### config.mk
export PLATFORM = sky130hd
export DESIGN_NAME = nes_pad_responder
export DESIGN_NICKNAME = d
export VERILOG_FILES = /design/src/rtl/nes_pkg.sv /design/src/rtl/sync_edge.sv /design/src/rtl/nes_pad_responder.sv
export SDC_FILE = /design/constraint.sdc
export NUM_CORES = 1
export LEC_CHECK = 0
export ABC_CLOCK_PERIOD_IN_PS = 2000
export BUFFER_PORTS_ARGS = -buffer_cell sky130_fd_sc_hd__buf_2
export CELL_PAD_IN_SITES_DETAIL_PLACEMENT = 1
export CELL_PAD_IN_SITES_GLOBAL_PLACEMENT = 1
export CORE_UTILIZATION = 48
export CTS_BUF_LIST = sky130_fd_sc_hd__clkbuf_8
export CTS_CLUSTER_DIAMETER = 40
export DETAILED_ROUTE_END_ITERATION = 16
export PLACE_DENSITY = 0.8
export SLEW_MARGIN = 20
export SYNTH_ARGS = -nofsm -noshare
export SYNTH_HDL_FRONTEND = slang
export SYNTH_SLANG_ARGS = --single-unit
export TNS_END_PERCENT = 30
### constraint.sdc
create_clock -name pixelClock -period 2 [get_ports pixelClock]
set_input_delay 0.4 -clock pixelClock [delete_from_list [all_inputs] [get_ports pixelClock]]
set_output_delay 0.4 -clock pixelClock [all_outputs]
set_load 0.005 [all_outputs]
### src/rtl/nes_pkg.sv
// Shared NES pad definitions: button bit order, frame length and
// the responder state encoding.
package nes_pkg;

    localparam int NES_BITS = 8;

    localparam int BTN_A      = 0;
    localparam int BTN_B      = 1;
    localparam int BTN_SELECT = 2;
    localparam int BTN_START  = 3;
    localparam int BTN_UP     = 4;
    localparam int BTN_DOWN   = 5;
    localparam int BTN_LEFT   = 6;
    localparam int BTN_RIGHT  = 7;

    typedef enum logic [1:0] {
        IDLE,
        LOADING,
        SHIFTING,
        EXHAUSTED
    } padState_t;

endpackage

### src/rtl/sync_edge.sv
// Multi-flop synchronizer for an asynchronous strobe plus a
// one-flop rising-edge detector on the synchronized level.
module sync_edge #(
    parameter int STAGES = 2
) (
    input  logic clk,
    input  logic resetN,
    input  logic din,
    output logic level,
    output logic rise
);

    logic [STAGES-1:0] chain;
    logic              prev;

    always_ff @(posedge clk or negedge resetN) begin
        if (!resetN) begin
            chain <= '0;
            prev  <= 1'b0;
        end else begin
            chain <= {chain[STAGES-2:0], din};
            prev  <= chain[STAGES-1];
        end
    end

    assign level = chain[STAGES-1];
    assign rise  = level & ~prev;

endmodule

### src/rtl/nes_pad_responder.sv
// NES controller responder: snapshots the buttons while latched and
// shifts them out active-low on each pulse edge, with link timeout.
module nes_pad_responder
    import nes_pkg::*;
#(
    parameter int SYNC_STAGES    = 2,
    parameter int TIMEOUT_CYCLES = 1000000
) (
    input  logic       pixelClock,
    input  logic       resetN,
    input  logic       padLatch,
    input  logic       padPulse,
    input  logic [7:0] buttons,
    output logic       padData,
    output logic       frameDone,
    output logic [3:0] bitIndex,
    output logic       linkActive
);

    localparam logic [19:0] TIMEOUT = 20'(TIMEOUT_CYCLES);
    localparam logic [3:0]  LAST    = 4'(NES_BITS);

    logic       latchLevel;
    logic       latchRise;
    logic       unusedPulseLevel;
    logic       pulseRise;

    padState_t  state;
    logic [7:0] snapshot;
    logic [19:0] idleCount;
    logic [3:0] nextIdx;
    logic       timeoutHit;

    sync_edge #(.STAGES(SYNC_STAGES)) latchSync (
        .clk    (pixelClock),
        .resetN (resetN),
        .din    (padLatch),
        .level  (latchLevel),
        .rise   (latchRise)
    );

    sync_edge #(.STAGES(SYNC_STAGES)) pulseSync (
        .clk    (pixelClock),
        .resetN (resetN),
        .din    (padPulse),
        .level  (unusedPulseLevel),
        .rise   (pulseRise)
    );

    assign nextIdx    = bitIndex + 4'd1;
    assign timeoutHit = !latchRise && (idleCount == TIMEOUT - 20'd1);

    // Idle counter saturates at TIMEOUT so the loss event fires once.
    always_ff @(posedge pixelClock or negedge resetN) begin
        if (!resetN) begin
            idleCount  <= '0;
            linkActive <= 1'b0;
        end else if (latchRise) begin
            idleCount  <= '0;
            linkActive <= 1'b1;
        end else if (idleCount != TIMEOUT) begin
            idleCount <= idleCount + 20'd1;
            if (timeoutHit) begin
                linkActive <= 1'b0;
            end
        end
    end

    always_ff @(posedge pixelClock or negedge resetN) begin
        if (!resetN) begin
            state     <= IDLE;
            snapshot  <= '0;
            padData   <= 1'b1;
            frameDone <= 1'b0;
            bitIndex  <= '0;
        end else begin
            frameDone <= 1'b0;
            if (latchLevel) begin
                state    <= LOADING;
                snapshot <= buttons;
                bitIndex <= '0;
                padData  <= ~buttons[BTN_A];
            end else if (timeoutHit) begin
                state    <= IDLE;
                bitIndex <= '0;
                padData  <= 1'b1;
            end else begin
                unique case (state)
                    LOADING: state <= SHIFTING;
                    SHIFTING: begin
                        if (pulseRise) begin
                            bitIndex <= nextIdx;
                            if (nextIdx == LAST) begin
                                padData   <= 1'b0;
                                frameDone <= 1'b1;
                                state     <= EXHAUSTED;
                            end else begin
                                padData <= ~snapshot[nextIdx[2:0]];
                            end
                        end
                    end
                    default: ;
                endcase
            end
        end
    end

endmodule

### Word-level counts from Yosys, hierarchy flattened

Cells that the tools add are included.
W data, S select, Z words.

| operators by class | value |
|---|---|
| $add $sub $neg | 2 |
| order comparisons | 1 |
| eq/ne operators | 7 |
| muxes and demuxes | 26 |
| bitwise logic cells | 6 |
| reductions and logical operators | 10 |

Operators with widths:

| cell | number |
|---|---|
| $mux W20 | 2 |
| $add A20 B1 Y20 const B | 1 |
| $eq A20 B20 Y1 const B | 1 |
| $ne A20 B20 Y1 const B | 1 |
| $mux W4 | 4 |
| $mux W1 | 14 |
| $mux W2 | 4 |
| $ne A4 B3 Y1 const B | 2 |
| $reduce_bool A3 Y1 | 2 |
| $add A4 B1 Y4 const B | 1 |
| $eq A4 B4 Y1 const B | 1 |
| $lt A3 B4 Y1 const B | 1 |
| $not A1 Y1 | 4 |
| $pmux W2 S2 | 1 |
| $reduce_and A2 Y1 | 2 |
| $reduce_bool A2 Y1 | 2 |
| $reduce_bool A4 Y1 | 1 |
| $bmux W1 S3 | 1 |
| $reduce_and A3 Y1 | 1 |
| $and A1 B1 Y1 | 2 |
| $eq A2 B1 Y1 const B | 1 |
| $eq A2 B2 Y1 const B | 1 |
| $logic_and A1 B1 Y1 | 1 |
| $logic_not A1 Y1 | 1 |

| storage, ports and cells | value |
|---|---|
| register bits | 43 |
| input port bits | 12 |
| output and inout port bits | 7 |
| word-level logic and storage cells | 63 |

### Depth between registers and ports, before layout

| depth | value |
|---|---|
| depth after elaboration | 9 |
| depth in mapped cells | 6 |
| gate-level depth less buffers | 5 |

### Hierarchy

A second synthesis with hierarchy kept.

| unflattened totals | value |
|---|---|
| cell total of the unflattened synthesis | 186 |
| area, all modules | 2,062.0 um^2 |

Modules (own cells, without submodules):

| module | times used | cells an instance | area each (um^2) | seq. area each (um^2) |
|---|---|---|---|---|
| nes_pad_responder | 1 | 178 | 1,884.3 | 927.1 |
| sync_edge | 2 | 4 | 88.8 | 75.1 |

### Worst setup path after synthesis

No wires, ideal clock.

| timing path | value |
|---|---|
| path kind | reg2reg |
| start | register idleCount[0] |
| end | register idleCount[16] |
| setup time | 0.078 ns |
| arrival time | 1.638 ns |
| data required time | 1.922 ns |
| setup slack | 0.284 ns |
| cell stages (with the launch flop) | 7 |
| buffers on the path | 1 |
| clock period less this slack | 1.716 ns |
| cell sequence | dfrtp_1 -> ha_1 -> nand3_2 -> or2_0 -> buf_2 -> or4_1 -> a21oi_1 |

| between the ends | value |
|---|---|
| longest elaborated chain between the ends | 3 |
| elaborated cells on any way between the ends | 5 |
| those cells by class | 1 x add/sub; 1 x eq/ne; 2 x mux; 1 x reduce/logical |

RTL lines:

| what | RTL line | RTL |
|---|---|---|
| start: declaration | nes_pad_responder.sv:30 | `logic [19:0] idleCount;` |
| start signal: assignment | nes_pad_responder.sv:62 | `idleCount <= idleCount + 20'd1;` |
| $add A20 B1 Y20 | nes_pad_responder.sv:62 |  |
| $mux W20 | nes_pad_responder.sv:61 | `end else if (idleCount != TIMEOUT) begin` |
| $mux W20 | nes_pad_responder.sv:58 | `end else if (latchRise) begin` |

Several ways; a longest one is shown, not always the timed one. The select of a mux whose other input is x is not followed.
A chain may end at the register's enable or synchronous reset.

### Worst setup path after layout

| timing path | value |
|---|---|
| start | register idleCount[1] |
| end | register idleCount[16] |

The elaborated chain is that of the path after synthesis.

==> reports/results.ini <==
[routing]
drc = 0
first_pass_iters = 4
vias_per_cell = 5.90
wl_um = 4900
ant_nets = 0
avgRoutedWirePerCell_um = 18.3
vias = 1580
drt_iter0_markers = 58

[worst_setup_path]
r2r-start = idleCount[1]
regToRegSetupSlack_ps = 90
cp-start-kind = flip-flop
r2r_cells = 5
crit_required_ps = 2220
crit_path_end_kind = flip-flop
timing.rr.end = idleCount[16]
worstSetupPathType = reg2reg
cp.arrival_ps = 2140
worst-path-max-fanout = 7

[worst_hold_path]
min_path_type = in2async

[finish]
fill_cells = 455
diodes = 0
drive_above_1_share_pct = 23.4
layout-area-overhead-vs-synth_pct = 14.9
layout.nets = 233

[synthesis]
yosysSeqAreaShare_pct = 52.2
synth_edf_count = 0
synthFlopType = dfrtp_1
yosysWarnings = 0
syn-num-nets = 208
async_reset_ff_share_pct = 100
syn_area_sq_um = 2070
synth_seq_cells = 43
syn_inst = 192
synth_cell_type_count = 42
synth.avg_cell_area_sq_um = 10.8

[cts]
cts_tree = yes
clk_pin_slew_worst_paths_ps = 90
clock-sinks = 43
htreeDepth = 2
clk_latency_ps = 300
cts_setup_buffers = 0
clockBufferDepth = 2
clockRootBuffer = clkbuf_8
numCtsBuffers = 5

[die]
io_pins = 19
core_sq_um = 4060
die_w_um = 67.6
die_height_um = 67.6
num_rows = 23
start_util_pct = 50.9
die_area_sq_um = 4570

[sta]
holdWs_ps = 55.6
worst_pin_slew_ps = 662
max_freq_mhz = 522
setup_viol = 0
setup_tns_ps = 0
skew_ps = 8.36
rsz0062_at_grt = no
fin_crit_ps = 1910
slew_headroom_pct = 55.7
drv_slew = 0
hold_viol_final = 0
fin_crit_sh_pct = 95.7

[global_route]
grt_pass1_wl_um = 8220
grt_pass1_vias = 1655
track_usage_pct = 25.3
grt_antenna_before_repair = 0
overflow = 0
grt_max_degree = 24

[pwr]
p_leak_nw = 1.06
power_density_nw_per_um2 = 794
irDropWorstVdd_mv = 0.505

[placement]
port_buffers = 18
hpwl_um = 3510
place_congestion = 0.882

[outcome]
status = finished clean

[run]
maxCapViolations = 0

## cells in the final DEF, fill, tap and decap left out, drive strengths merged, types with 2 or more instances in the layout
cell,synthesis,layout
inv,6,7
mux4,2,2
a31oi,2,2
mux2,7,7
clkbuf,4,5
nand2b,3,3
and3,3,3
xnor2,6,6
a21oi,10,10
nor2,19,19
dfrtp,42,42
o31ai,5,5
nand4,5,5
buf,3,25
xor2,8,8
nand3,9,9
nor4,3,3
and2,5,5
or4,5,5
nand2,12,12
ha,4,4
and4,4,4
or3,2,2
nor3,3,3
o21ai,8,8
## power by group
part           internal [mW]  leakage, nW  switching [mW]
logic                 0.0940        0.451           0.102
registers              0.926        0.551          0.0615
clock network          0.379       0.0587           0.323
total                   1.40         1.06           0.487
## layer usage
metal	part of all wire [%]	vias to the layer above	track usage, %
li1	-	737	-
met1	44	805	31.0
met2	52	29	42.8
met3	3.0	9	4.90
met4	1.7	0	10.9
met5	0	-	0
## area by class of cell
cell class,count,area (sq um),share of cell area (%)
inverters,6,22.5,0.949
well taps,50,62.6,2.64
clock inverters,3,47.5,2.00
repair buffers,25,155,6.54
multi-input cells,136,940,39.6
clock buffers,5,68.8,2.90
flip-flops and latches,43,1080,45.4
## sequential cells by signal, indices dropped and copies added, names as in the netlist
register	cells
pulseSync.chain	2
latchSync.chain	2
latchSync.prev	1
state	2
bitIndex	4
snapshot	8
linkActive	1
frameDone	1
pulseSync.prev	1
idleCount	20
padData	1
## worst max path at each step
stage	startpoint	to	slack (ps)	depth (start not counted)
after floorplan	idleCount[0]	idleCount[16]	280	6
after global placement	idleCount[0]	idleCount[16]	230	5
after detailed placement	idleCount[0]	idleCount[18]	120	5
after CTS	idleCount[1]	idleCount[16]	60	5
after global routing	idleCount[0]	idleCount[16]	8	5
final	idleCount[1]	idleCount[16]	90	5
## synthesized netlist by cell type, types with 2 or more instances
master / instances / area, sq um
a21oi_1: 10 / 50.1
a31oi_1: 2 / 12.5
and2_1: 5 / 31.3
and3_1: 3 / 18.8
and4_1: 3 / 26.3
buf_2: 2 / 10.0
clkbuf_1: 4 / 15.0
dfrtp_1: 42 / 1050
ha_1: 4 / 50.1
inv_1: 6 / 22.5
mux2_2: 7 / 78.8
mux4_2: 2 / 45.0
nand2_1: 12 / 45.0
nand2b_1: 3 / 18.8
nand3_1: 8 / 40.0
nand4_1: 4 / 25.0
nor2_1: 19 / 71.3
nor3_1: 3 / 15.0
nor4_1: 3 / 18.8
o21ai_0: 7 / 35.0
o31ai_1: 5 / 37.5
or3_2: 2 / 15.0
or4_1: 5 / 37.5
xnor2_1: 6 / 52.6
xor2_1: 8 / 70.1
## through the flow
step | worst slack [ps] | util [%] | total power [mW] | area [sq um] | instances
floorplan | 284 | - | 1.10 | 2070 | 192
finish | 85.0 | 58.5 | 1.89 | 2370 | 268
global route | 7.92 | 58.5 | 1.97 | 2370 | 268
CTS | 58.8 | 58.4 | 1.91 | 2370 | 268
detailed placement | 119 | 55.6 | 1.19 | 2250 | 260
global placement | 231 | 55.6 | 1.17 | 2250 | 260
## logic make-up after synthesis
family	synth area share, %
simple gates	22.2
flops	52.2
compound gates	8.36
xor+xnor	5.94
buf+inv	2.48
mux	6.48
fa+ha+maj	2.42
## what timing repair did
action / CTS / global route
hold buffers: 0 / 0
hold endpoints to repair: 0 / 0
endpoints found under the setup margin: 0 / 2
gates resized for setup: 0 / 2
## critical path, stage by stage (launching register included)
cell and delay [ps]:
dfrtp_1 430, ha_2 240, nand3_2 140, or2_1 320, or4_1 520, a21oi_1 180
Power figures use the tool's default switching activity.
